## src/rtl/gated_bus_arbiter.sv

```systemverilog
// Round-robin arbiter sharing one gated pass-through port among NREQ requesters.
// Drives the port's unlock code (all-ones open, zero closed) and a per-requester done pulse.
module gated_bus_arbiter #(
  parameter int            NREQ     = 4,
  parameter int            DW       = 4,
  parameter int            CW       = 6,
  parameter int            HOLD     = 3,
  parameter logic [DW-1:0] IDLE_PAT = DW'(4'b0101)
) (
  input  logic                 clk,
  input  logic                 reset,
  input  logic [NREQ-1:0]      req,
  input  logic [NREQ*DW-1:0]   req_data,
  output logic [CW-1:0]        gate_code,
  output logic [DW-1:0]        gate_data,
  output logic [NREQ-1:0]      grant,
  output logic [NREQ-1:0]      done,
  output logic                 busy
);

  localparam int            PW        = (NREQ > 1) ? $clog2(NREQ) : 1;
  localparam logic [3:0]    HOLD_EFF  = (HOLD < 1) ? 4'd1 : 4'(HOLD);
  localparam logic [CW-1:0] CODE_OPEN = '1;
  localparam logic [CW-1:0] CODE_SHUT = '0;

  localparam logic [1:0] S_IDLE  = 2'd0;
  localparam logic [1:0] S_ARM   = 2'd1;
  localparam logic [1:0] S_OPEN  = 2'd2;
  localparam logic [1:0] S_CLOSE = 2'd3;

  logic [1:0]      r_state;
  logic [PW-1:0]   r_ptr;
  logic [PW-1:0]   r_win;
  logic [3:0]      r_cnt;
  logic            r_cmpl;
  logic [CW-1:0]   r_code;
  logic [DW-1:0]   r_data;
  logic [NREQ-1:0] r_grant;
  logic [NREQ-1:0] r_done;
  logic            r_busy;

  logic [DW-1:0]   w_slice [NREQ];
  logic [DW-1:0]   w_win_data;
  logic            w_req_win;
  logic            w_any;
  logic [PW-1:0]   w_pick;
  logic [NREQ-1:0] w_onehot;
  logic [PW-1:0]   w_next_ptr;

  for (genvar g = 0; g < NREQ; g++) begin : g_slice
    assign w_slice[g] = req_data[g*DW +: DW];
  end

  assign w_win_data = w_slice[r_win];
  assign w_req_win  = req[r_win];
  assign w_onehot   = {{(NREQ-1){1'b0}}, 1'b1} << w_pick;
  assign w_next_ptr = (r_win == PW'(NREQ-1)) ? '0 : r_win + 1'b1;

  // First requesting index found scanning upward from the pointer, with wrap.
  always_comb begin
    int            j;
    logic [PW-1:0] idx;
    w_any  = 1'b0;
    w_pick = r_ptr;
    j      = 0;
    idx    = '0;
    for (int i = 0; i < NREQ; i++) begin
      j = int'(r_ptr) + i;
      if (j >= NREQ) j = j - NREQ;
      idx = PW'(j);
      if (!w_any && req[idx]) begin
        w_any  = 1'b1;
        w_pick = idx;
      end
    end
  end

  // Outputs change on the edge that leaves a state, so every output is registered.
  always_ff @(posedge clk) begin
    if (reset) begin
      r_state <= S_IDLE;
      r_ptr   <= '0;
      r_win   <= '0;
      r_cnt   <= '0;
      r_cmpl  <= 1'b0;
      r_code  <= CODE_SHUT;
      r_data  <= IDLE_PAT;
      r_grant <= '0;
      r_done  <= '0;
      r_busy  <= 1'b0;
    end else begin
      r_done <= '0;
      case (r_state)
        S_IDLE: begin
          if (w_any) begin
            r_win   <= w_pick;
            r_grant <= w_onehot;
            r_busy  <= 1'b1;
            r_state <= S_ARM;
          end
        end
        S_ARM: begin
          if (!w_req_win) begin
            r_cmpl  <= 1'b0;
            r_state <= S_CLOSE;
          end else begin
            r_code  <= CODE_OPEN;
            r_data  <= IDLE_PAT;
            r_cnt   <= HOLD_EFF;
            r_state <= S_OPEN;
          end
        end
        S_OPEN: begin
          // A requester that walks away gets the gate shut at once, not stale data.
          if (!w_req_win) begin
            r_code  <= CODE_SHUT;
            r_data  <= IDLE_PAT;
            r_cnt   <= '0;
            r_cmpl  <= 1'b0;
            r_state <= S_CLOSE;
          end else begin
            r_data <= w_win_data;
            r_cnt  <= r_cnt - 1'b1;
            if (r_cnt <= 4'd1) begin
              r_cmpl  <= 1'b1;
              r_state <= S_CLOSE;
            end
          end
        end
        default: begin
          r_code  <= CODE_SHUT;
          r_data  <= IDLE_PAT;
          r_grant <= '0;
          r_busy  <= 1'b0;
          if (r_cmpl) r_done <= r_grant;
          r_cmpl  <= 1'b0;
          r_ptr   <= w_next_ptr;
          r_state <= S_IDLE;
        end
      endcase
    end
  end

  assign gate_code = r_code;
  assign gate_data = r_data;
  assign grant     = r_grant;
  assign done      = r_done;
  assign busy      = r_busy;

  a_code_binary: assert property (@(posedge clk) disable iff (reset)
    (r_code == CODE_SHUT) || (r_code == CODE_OPEN));
  a_grant_onehot: assert property (@(posedge clk) disable iff (reset)
    $onehot0(r_grant));
  a_idle_no_grant: assert property (@(posedge clk) disable iff (reset)
    (r_state == S_IDLE) |-> (r_grant == '0));
  a_done_onehot: assert property (@(posedge clk) disable iff (reset)
    $onehot0(r_done));
  a_closed_data: assert property (@(posedge clk) disable iff (reset)
    (r_code == CODE_SHUT) |-> (r_data == IDLE_PAT));

endmodule

```

## config.mk

```make
export PLATFORM = sky130hd
export DESIGN_NAME = gated_bus_arbiter
export DESIGN_NICKNAME = d
export VERILOG_FILES = /design/src/rtl/gated_bus_arbiter.sv
export SDC_FILE = /design/constraint.sdc
export NUM_CORES = 1
export LEC_CHECK = 0
export BUFFER_PORTS_ARGS = -buffer_cell sky130_fd_sc_hd__clkbuf_2
export CAP_MARGIN = 10
export CORE_MARGIN = 2
export CORE_UTILIZATION = 51
export CTS_CLUSTER_DIAMETER = 40
export CTS_CLUSTER_SIZE = 16
export DETAILED_ROUTE_END_ITERATION = 16
export GPL_TIMING_DRIVEN = 0
export MAX_ROUTING_LAYER = met4
export PLACE_DENSITY = 0.83
export SYNTH_ARGS = -nofsm -noshare
export SYNTH_HDL_FRONTEND = slang
export SYNTH_SLANG_ARGS = --single-unit
```

## constraint.sdc

```tcl
create_clock -name clk -period 2.5 [get_ports clk]
set_clock_uncertainty 0.1 [all_clocks]
set_input_delay 0 -clock clk [delete_from_list [all_inputs] [get_ports clk]]
set_output_delay 0 -clock clk [all_outputs]
set_load 0.1 [all_outputs]
```

# Word-level counts from Yosys, hierarchy flattened
# Index checks and enable logic that the tools add are counted.
# word_totals
romBits,0
output_inout_bits,19
reg_bits,30
latch_bits,0
word_cells,109
in_bits,22
ram_bits,0
n_memories,0
# classes
bitwise_logic,4
n_eq_ne,8
n_lt_le_gt_ge,11
reduce_logical,18
mul,0
n_div,0
shift,1
add_sub_neg,9
muxes,48
# op_table
op,n
4-bit 2-to-1 mux,7
2-bit 2-to-1 mux,12
6-bit one-hot mux with 3 select lines,1
4-bit one-hot mux with 2 select lines,2
2-bit by 3-bit less-than comparator with 1-bit output (second input constant),5
1-bit 2-to-1 mux,14
3-bit greater-or-equal comparator (second input constant),4
6-bit 2-to-1 mux,2
4-bit one-hot mux with 3 select lines,1
1-bit binary-select mux with 2-bit select,5
2-bit AND reduction,5
4-bit binary-select mux with 2-bit select,1
2-bit != test (second input constant),4
2-bit by 1-bit subtractor with 2-bit output (second input constant),4
2-bit by 2-bit adder with 3-bit output (second input constant),2
2-bit one-hot mux with 3 select lines,1
3-bit AND reduction,2
5-bit OR reduction,1
2-bit == test (second input constant),2
4-bit by 1-bit less-or-equal comparator with 1-bit output (second input constant),1
1-bit by 2-bit << shifter with 4-bit output (first input constant),1
4-bit by 1-bit subtractor with 4-bit output (second input constant),1
2-bit by 1-bit adder with 3-bit output (second input constant),1
2-bit by 3-bit greater-or-equal comparator with 1-bit output (second input constant),1
13 further kinds,19

# Logic depth before layout (Yosys ltp)
# logic_depth
depth_word,17
ltp_mapped,7
ltp_nobuf,7

# Worst setup path before layout
# OpenSTA, ideal clock, no wires.
# synth_path
path_type,register -> register
from,register r_win[0]
to,register r_cmpl
t_arrival_ps,1591
n_path_buf,1
path_stages_with_launch,7
required_time_ps,2321
synth_period_minus_slack_ps,1770
slack_ps,730
cell_sequence,dfxtp_1 > buf_6 > mux4_2 > and2_4 > nor2_4 > a21oi_1 > a211oi_2
# synth_between
elab_chain_len,4
elab_cells_between_ends,7
cone_classes,2 x eq/ne; 4 x mux; 1 x reduce/logical
# synth_lines
item,line_no,text
"start, declared",33,logic [PW-1:0] r_win;
"start signal, assigned",96,r_win <= w_pick;
1-bit binary-select mux with 2-bit select (*),55,assign w_req_win = req[r_win];
1-bit 2-to-1 mux (not written as such) (*),55,
"3-bit != test (no line), or another cell as far along",--,
3-bit AND reduction (no line) / 1-bit one-hot mux with 3 select lines (equally long branches),--,
"end signal, assigned",85,r_cmpl <= 1'b0;
"end signal, assigned",104,r_cmpl <= 1'b0;
"end signal, assigned",119,r_cmpl <= 1'b0;
"end, declared",35,logic r_cmpl;
# Every way passes the cells marked *; elsewhere a longest branch is shown, timed or not. The select of a mux whose other input is x is not followed.
# A chain may end at the register's enable or synchronous reset.

# Worst setup path in the final report
# layout_path
from,register r_win[0]
to,register r_state[0]
# layout_between
elab_chain_len,4
elab_cells_between_ends,7
cone_classes,1 x eq/ne; 5 x mux; 1 x reduce/logical
# layout_lines
item,line_no,text
1-bit binary-select mux with 2-bit select (*),55,
1-bit 2-to-1 mux (not written as such) (*),55,
"2-bit 2-to-1 mux, or another cell as far along",115,if (!w_req_win) begin
2-bit one-hot mux with 3 select lines / 2-bit AND reduction (equally long branches),--,
"end signal, assigned",99,r_state <= S_ARM;
"end signal, assigned",120,r_state <= S_CLOSE;
"end signal, assigned",126,r_state <= S_CLOSE;
"end, declared",31,logic [1:0] r_state;
# Marks and branches as above.

==> impl_metrics.env <==
export IMPL_crit_path_end_kind="register"
export IMPL_synth_flop_cell="dfxtp_1"
export IMPL_area_growth_pct=19.6
export IMPL_power_density_nw_per_um2=1090
export IMPL_final_core_utilization=0.629
export IMPL_cts_buffers=3
export IMPL_synth_top_area_share=0.354
export IMPL_async_flop_share=0
export IMPL_tns_ns=0
export IMPL_initial_core_util=0.526
export IMPL_hold_path_class="in -> reg"
export IMPL_crit_required_ns=2.62
export IMPL_drc=0
export IMPL_clock_fmax_mhz=511
export IMPL_rsz0062_at_grt="false"
export IMPL_hold_violations=0
export IMPL_yosys_warnings=0
export IMPL_globalRouteTotalUtil=0.217
export IMPL_tightest_slew_ns=0.585
export IMPL_grt_max_degree=15
export IMPL_finalCriticalPeriod_ns=1.96
export IMPL_power_leakage_uw=0.000747
export IMPL_slew_violations=0
export IMPL_path_clk_slew_ns=0.14
export IMPL_synth_edf_count=0
export IMPL_slowest_delay_ns=0.63
export IMPL_diodes=0
export IMPL_io_pins=41
export IMPL_synth_largest_area_cell="dfxtp_1"
export IMPL_cts_buffer_depth=2
export IMPL_final_cell_area_um2=1690
export IMPL_p_int_uw=892
export IMPL_status="complete, no violations"
export IMPL_clock_power_share=0.097
export IMPL_avgSynthCellArea_um2=9.11
export IMPL_gp_congestion=0.809
export IMPL_die_x_um=56.6
export IMPL_syn_nets=184
export IMPL_p_switching_uw=948
export IMPL_clock_latency_ns=0.32
export IMPL_cts_root_buf="clkbuf_4"
export IMPL_arrival_ns=2.08
export IMPL_slew_headroom=0.604
export IMPL_synth_seq_area_share=0.354
export IMPL_vias=1295
export IMPL_grt_first_pass_wirelength_um=5470
export IMPL_synthTopCellsByArea="dfxtp_1 (35%), mux4_2 (9.6%), ha_1 (6.2%)"
export IMPL_swShare=0.515
export IMPL_core_um2=2690
export IMPL_portBuffers=40
export IMPL_dp_hpwl_um=2530
export IMPL_crit_chain="buf_6, mux4_2, nand2_2, o21bai_1, o41ai_1"
export IMPL_yosysUniqueCellTypes=43
export IMPL_dieArea_um2=3210
export IMPL_critPathTopFamily="multiplexers"
export IMPL_p_comb_frac=0.603
export IMPL_grt_overflow_total=0
export IMPL_dpl_cell_area_um2=1650
export IMPL_seqPwrFrac=0.300
export IMPL_row_count=19
export IMPL_crit_buf_inv=1
export IMPL_nets=230
export IMPL_synth_common_cells="dfxtp_1 (25), nor2_1 (21), a21oi_1 (9), inv_1 (9)"
export IMPL_clock_sinks=25
export IMPL_synth_most_common_cell="dfxtp_1"
export IMPL_syn_inst=155
export IMPL_totalWireLength_um=3180
export IMPL_die_height_um=56.6
export IMPL_grt_pass1_vias=1291
export IMPL_cts_tree="done"
export IMPL_ys_seq_elements=25
export IMPL_setup_violations=0
export IMPL_peakVddDrop_mv=0.686
export IMPL_via_per_inst=5.61
export IMPL_post_cts_buffers=0
export IMPL_wl_per_cell_um=13.7
export IMPL_antenna_found_initial=0
export IMPL_crit_fanout=9
export IMPL_fin_crit_sh=0.782
export IMPL_synth_area_um2=1410
export IMPL_firstDrtPassIters=4
export IMPL_ant_nets=0
export IMPL_path_class="reg -> reg"
export IMPL_crit_slowest_cell="mux4_2"
export IMPL_startpoint_type="register"
export IMPL_htree_levels=1
export IMPL_drive_gt1_frac=0.305
export IMPL_drtIter0Drc=25
export IMPL_totalPowerFinal_uw=1840
export IMPL_max_cap_violations=0
-- per-layer routing --
metal	wire length, µm	part of all wire	up-vias	GRT usage
li1	-	-	640	-
met1	1300	0.41	627	0.238
met2	1770	0.56	24	0.392
met3	78	0.025	4	0.0276
met4	25	0.0079	0	0.0884
met5	0	0	-	-
-- through the flow --
stage          cells  hold WS [ns]  setup WS [ns]
6_report         231        0.0369          0.545
5_1_grt          231        0.0628          0.386
4_1_cts          231        0.0366          0.518
3_5_place_dp     226         0.335          0.533
3_3_place_gp     226         0.325          0.628
2_1_floorplan    155         0.136          0.730
-- cells in the final DEF (no fill, tap or decap), types with 6 or more instances in the layout --
master	n
dfxtp_1	25
inv_1	9
o21ai_0	6
ha_1	7
nor2_1	21
a21oi_1	9
and2_1	6
mux2i_1	7
mux4_2	6
clkbuf_2	40
-- repair_timing --
action,in CTS,in global routing
setup endpoints to repair,0,0
gates resized for setup,0,0
hold buffers,1,0
endpoints found under the hold margin,2,0
-- power groups by stage --
stage | clock [µW] | combinational [µW] | sequential, µW
3_3_place_gp | 0 | 1070 | 555
5_1_grt | 193 | 1220 | 562
2_1_floorplan | 0 | 734 | 735
6_report | 179 | 1110 | 552
4_1_cts | 181 | 1110 | 552
3_5_place_dp | 0 | 1110 | 560
-- cell type report --
| class | instances | area [µm²] |
|---|---|---|
| Buffer | 12 | 72.6 |
| Clock buffer | 3 | 22.5 |
| Clock inverter | 1 | 5.00 |
| Fill cell | 241 | 997 |
| Inverter | 9 | 33.8 |
| Multi-Input combinational cell | 109 | 806 |
| Sequential cell | 25 | 500 |
| Tap cell | 31 | 38.8 |
| Timing Repair Buffer | 41 | 210 |
-- cell families (layout without fill, tap and decap cells) --
logic type      Yosys count  in the layout  synth area share
simple gates             56             56             0.205
compound gates           31             31             0.146
flops                    25             25             0.354
buf+inv                  21             66            0.0753
mux                      13             13             0.145
fa+ha+maj                 7              7            0.0620
xor+xnor                  2              2            0.0124
-- final timing paths --
check,start,end,slack [ns],depth (start not counted)
max,r_win[0]$_SDFFE_PP0P_,r_state[0]$_SDFFE_PP0P_,0.54,5
min,req[1],grant[0]$_SDFFE_PP0P_,0.04,4
max reg2reg,r_win[0]$_SDFFE_PP0P_,r_state[0]$_SDFFE_PP0P_,0.54,5
min reg2reg,gate_data[3]$_SDFFE_PP0P_,gate_data[3]$_SDFFE_PP0P_,0.37,2
-- tightest hold or removal path, stage by stage --
cell and delay, ns:
clkbuf_2 0.12, inv_1 0.06, o2111ai_1 0.09, a32o_1 0.15
-- flip-flops by register name (all words and copies together) (netlist names) --
name,cells
busy,1
r_state,2
gate_data,4
r_cmpl,1
r_win,2
grant,4
r_ptr,2
gate_code,1
done,4
r_cnt,4
Power figures use the tool's default switching activity.
